--- src/rtl/serial_add_pkg.sv ---
// Shared definitions for the bit-serial adder: FSM state encoding and default width.
package serial_add_pkg;

  typedef enum logic [1:0] {
    ST_IDLE = 2'd0,
    ST_RUN  = 2'd1,
    ST_DONE = 2'd2
  } state_e;

  localparam int ADD_WIDTH = 4;

endpackage

--- src/rtl/serial_fa_cell.sv ---
// Purely combinational 1-bit full adder, the only arithmetic cell of the serial adder.
module serial_fa_cell (
  input  logic ci,
  input  logic a,
  input  logic b,
  output logic S,
  output logic cout
);

  assign S    = a ^ b ^ ci;
  assign cout = (a & b) | (a & ci) | (b & ci);

endmodule

--- src/rtl/serial_adder_ctrl.sv ---
// Bit-serial adder sequencer: one operand bit pair per cycle through a single full-adder
// cell, carry held in a flop, registered WIDTH-bit sum and carry-out with a done strobe.
module serial_adder_ctrl
  import serial_add_pkg::*;
#(
  parameter int WIDTH = ADD_WIDTH
) (
  input  logic             clk,
  input  logic             rst,
  input  logic             start,
  input  logic [WIDTH-1:0] a,
  input  logic [WIDTH-1:0] b,
  input  logic             ci,
  output logic             busy,
  output logic             done,
  output logic [WIDTH-1:0] S,
  output logic             cout
);

  localparam int CNT_W = $clog2(WIDTH) + 1;

  state_e             state_q, state_d;
  logic [WIDTH-1:0]   a_sr_q, a_sr_d;
  logic [WIDTH-1:0]   b_sr_q, b_sr_d;
  logic [WIDTH-1:0]   sum_sr_q, sum_sr_d;
  logic [WIDTH-1:0]   s_q, s_d;
  logic               carry_q, carry_d;
  logic               cout_q, cout_d;
  logic [CNT_W-1:0]   cnt_q, cnt_d;

  logic fa_s;
  logic fa_cout;

  serial_fa_cell u_fa (
    .ci   (carry_q),
    .a    (a_sr_q[0]),
    .b    (b_sr_q[0]),
    .S    (fa_s),
    .cout (fa_cout)
  );

  always_comb begin
    state_d  = state_q;
    a_sr_d   = a_sr_q;
    b_sr_d   = b_sr_q;
    sum_sr_d = sum_sr_q;
    s_d      = s_q;
    carry_d  = carry_q;
    cout_d   = cout_q;
    cnt_d    = cnt_q;

    case (state_q)
      ST_IDLE, ST_DONE: begin
        // DONE accepts a new start directly so back-to-back operations lose no cycle.
        if (start) begin
          a_sr_d  = a;
          b_sr_d  = b;
          carry_d = ci;
          cnt_d   = '0;
          state_d = ST_RUN;
        end else begin
          state_d = ST_IDLE;
        end
      end

      ST_RUN: begin
        carry_d  = fa_cout;
        sum_sr_d = {fa_s, sum_sr_q[WIDTH-1:1]};
        a_sr_d   = a_sr_q >> 1;
        b_sr_d   = b_sr_q >> 1;
        cnt_d    = cnt_q + CNT_W'(1);
        if (cnt_q == CNT_W'(WIDTH - 1)) begin
          s_d     = {fa_s, sum_sr_q[WIDTH-1:1]};
          cout_d  = fa_cout;
          state_d = ST_DONE;
        end
      end

      default: state_d = ST_IDLE;
    endcase
  end

  always_ff @(posedge clk) begin
    if (rst) begin
      state_q  <= ST_IDLE;
      a_sr_q   <= '0;
      b_sr_q   <= '0;
      sum_sr_q <= '0;
      s_q      <= '0;
      carry_q  <= 1'b0;
      cout_q   <= 1'b0;
      cnt_q    <= '0;
    end else begin
      state_q  <= state_d;
      a_sr_q   <= a_sr_d;
      b_sr_q   <= b_sr_d;
      sum_sr_q <= sum_sr_d;
      s_q      <= s_d;
      carry_q  <= carry_d;
      cout_q   <= cout_d;
      cnt_q    <= cnt_d;
    end
  end

  assign busy = (state_q == ST_RUN);
  assign done = (state_q == ST_DONE);
  assign S    = s_q;
  assign cout = cout_q;

endmodule
--- config.mk ---
export PLATFORM = sky130hd
export DESIGN_NAME = serial_adder_ctrl
export DESIGN_NICKNAME = d
export VERILOG_FILES = /design/src/rtl/serial_add_pkg.sv /design/src/rtl/serial_fa_cell.sv /design/src/rtl/serial_adder_ctrl.sv
export SDC_FILE = /design/constraint.sdc
export NUM_CORES = 1
export LEC_CHECK = 0
export ABC_AREA = 0
export CAP_MARGIN = 15
export CORE_MARGIN = 3
export CORE_UTILIZATION = 45
export CTS_CLUSTER_SIZE = 40
export DETAILED_ROUTE_END_ITERATION = 8
export PLACE_DENSITY = 0.76
export SLEW_MARGIN = 40
export SYNTH_ARGS = -nofsm -noshare
export SYNTH_HDL_FRONTEND = slang
export SYNTH_SLANG_ARGS = --single-unit
--- constraint.sdc ---
create_clock -name clk -period 2.4 [get_ports clk]
set_clock_uncertainty 0.1 [all_clocks]
set_input_delay 0.6 -clock clk [delete_from_list [all_inputs] [get_ports clk]]
set_output_delay 0.6 -clock clk [all_outputs]
set_load 0.02 [all_outputs]
==> flow_summary.json <==
{
  "worstMarginPinSlew_ps": 260,
  "critPathMaxStageDelay_ps": 620,
  "synth_top_area_cell": "dfxtp_1",
  "clk_transition_reported_paths_ps": 130,
  "vdd_drop_max_mv": 0.530,
  "io_buffers": 18,
  "rows": 16,
  "wire_per_inst_um": 10.6,
  "fin_crit_sh_pct": 95.0,
  "firstDrtPassIters": 4,
  "critical_path_required_ps": 1700,
  "powerDensity_mw_per_mm2": 662,
  "power_frac_comb_pct": 13.1,
  "leakage_nw": 0.424,
  "synth_area_um2": 958,
  "boundaryPins": 19,
  "post_cts_buffers": 0,
  "hp-class": "reg -> reg",
  "finalHoldViolCount": 0,
  "max_slew_margin_pct": 82.7,
  "cp_top_family": "buffers and inverters",
  "die_area_mm2": 0.00272,
  "layout_min_cycle_time_ps": 2280,
  "endpoint_kind": "primary output",
  "setup_viol": 0,
  "avgSynthCellArea_um2": 8.71,
  "clkPwrFrac_pct": 36.1,
  "crit_type": "reg -> out",
  "grt_pass1_wl_um": 2970,
  "cap_violations": 0,
  "netlist_top_cells_area": "dfxtp_1 46%, nand2_1 11%, a21oi_1 6.8%",
  "synth_compound_area_share_pct": 16.6,
  "synth_top_family_by_area": "simple AND/OR/NAND/NOR gates",
  "numClockSinks": 22,
  "dp_slack_ps": 471,
  "synth_xor_xnor_area_share_pct": 0,
  "yosysUniqueCellTypes": 20,
  "vias_per_cell": 5.14,
  "drt-initial-drc-count": 2,
  "ctsHoldBuffers": 0,
  "fp.dieW_um": 52.2,
  "layout-drive-gt1-share_pct": 10.2,
  "fmax_ghz": 0.439,
  "synth_nets": 125,
  "die_h_um": 52.2,
  "p_sw_share_pct": 22.9,
  "rsz0062_at_grt": "false",
  "postLayoutSetupSlackWorst_ps": 120,
  "slew_viol_final": 0,
  "cp_num_buf_inv": 2,
  "crit_path_max_fanout": 12,
  "clockBufferDepth": 2,
  "synth_cells": 110,
  "cts_resized": 0,
  "ys_seq_area_share_pct": 46.0,
  "cts_max_level": 1,
  "synthAdderAreaFrac_pct": 4.70,
  "ys_ff_latch": 22,
  "place_congestion": 0.735,
  "grt_pass1_vias": 722,
  "grt_max_degree": 24,
  "grt_use_total_pct": 14.4,
  "worst_setup_path_start_kind": "flip-flop",
  "synthMuxAreaShare_pct": 0,
  "worst_ep_arrival_time_ps": 1580,
  "status": "completed",
  "cp_cell_sequence": "nand2b_1 > clkinv_2 > clkdlybuf4s50_1",
  "n_antenna_cell": 0,
  "synth_top_area_share_pct": 46.0,
  "drc_errors": 0,
  "cts_root_buf": "clkbuf_4",
  "cts_tree": "yes",
  "clk_latency_ps": 310,
  "dpl.hpwl_um": 1150,
  "pwr-share-seq_pct": 50.8,
  "syn_to_final_growth_pct": 23.0,
  "via_count": 792,
  "p_int_mw": 0.601,
  "start_util_pct": 48.4,
  "core_area_mm2": 0.00198,
  "nets": 143,
  "grt_overflow": 0,
  "routed_wl_um": 1630,
  "synthSimpleGateAreaFrac_pct": 24.7,
  "fin_tns_setup_ps": 0,
  "drtAntennaViolNets": 0,
  "antenna_found_initial": 0,
  "switching_power_mw": 0.179,
  "yosysWarnings": 0,
  "crit_slowest_cell": "clkdlybuf4s50_1",
  "cts_buffers": 3
}
flip-flops by register name (all words and copies together), names as in the netlist:
| name | flops |
|---|---|
| S | 4 |
| a_sr_q | 4 |
| b_sr_q | 4 |
| cnt_q | 3 |
| sum_sr_q | 3 |
| state_q | 2 |
| carry_q | 1 |
| cout | 1 |
cells in the mapped netlist, drive strengths merged:
library cell and number:
a21oi 13, a311oi 7, buf 7, clkbuf 1, clkinv 1, dfxtp 22, fa 1, ha 2
inv 1, nand2 28, nand2b 4, nand3 10, nand3b 1, nor2 9, nor2b 2, o21a 1
kinds of logic after synthesis:
family	Yosys count
flops	22
fa+ha+maj	3
compound gates	21
buf+inv	10
simple gates	54
cells in the final DEF, fill, tap and decap left out, drive strengths merged:
cell           count
a21oi             13
a311oi             7
buf                3
bufinv             1
clkbuf             3
clkdlybuf4s50     18
clkinv             1
dfxtp             22
fa                 1
ha                 2
inv                1
nand2             28
nand2b             4
nand3             10
nand3b             1
nor2               9
nor2b              2
o21a               1
path summary, 6_finish.rpt:
path                            cells after the start  startpoint   end  slack, ps
worst max register to register                      5    cnt_q[0]  S[1]        980
worst min register to register                      2        S[0]  S[0]        360
worst max-delay path                                3  state_q[0]  busy        120
worst min-delay path                                2        S[0]  S[0]        360
per-stage QoR:
stage               util, %  hold slack, ps  instances  cell area [µm²]  total power, mW
finish                 59.5             362        154             1180            0.780
CTS                    59.5             364        154             1180            0.788
global route           59.5             386        154             1180            0.814
floorplan                 -             337        110              958            0.483
detailed placement     56.8             346        150             1130            0.507
global placement       56.8             344        150             1130            0.504
power by group through the flow:
stage | sequential, mW | combinational, mW | clock [mW]
after detailed placement | 0.405 | 0.102 | 0
after CTS | 0.397 | 0.103 | 0.289
after floorplan | 0.402 | 0.0805 | 0
after global routing | 0.399 | 0.116 | 0.298
final | 0.396 | 0.102 | 0.282
after global placement | 0.404 | 0.100 | 0
tightest hold or removal path, cell delays in order (launching register included):
cell	delay [ps]
dfxtp_1	330
nand2_1	50
a21oi_1	50
final cells by class:
cell class                      count  area [µm²]
Timing Repair Buffer               21         203
Multi-Input combinational cell     78         440
Inverter                            2        8.76
Clock inverter                      1        30.0
Sequential cell                    22         440
Clock buffer                        3        22.5
Fill cell                         180         803
Tap cell                           27        33.8
layer usage:
metal / vias to the layer above / wire length (µm) / track usage (%)
met2: 19 / 744 / 25.3
met5: - / 0 / 0
met1: 364 / 775 / 16.9
li1: 407 / - / -
met4: 0 / 13 / 2.55
met3: 2 / 94 / 5.16
Power figures use the tool's default switching activity.
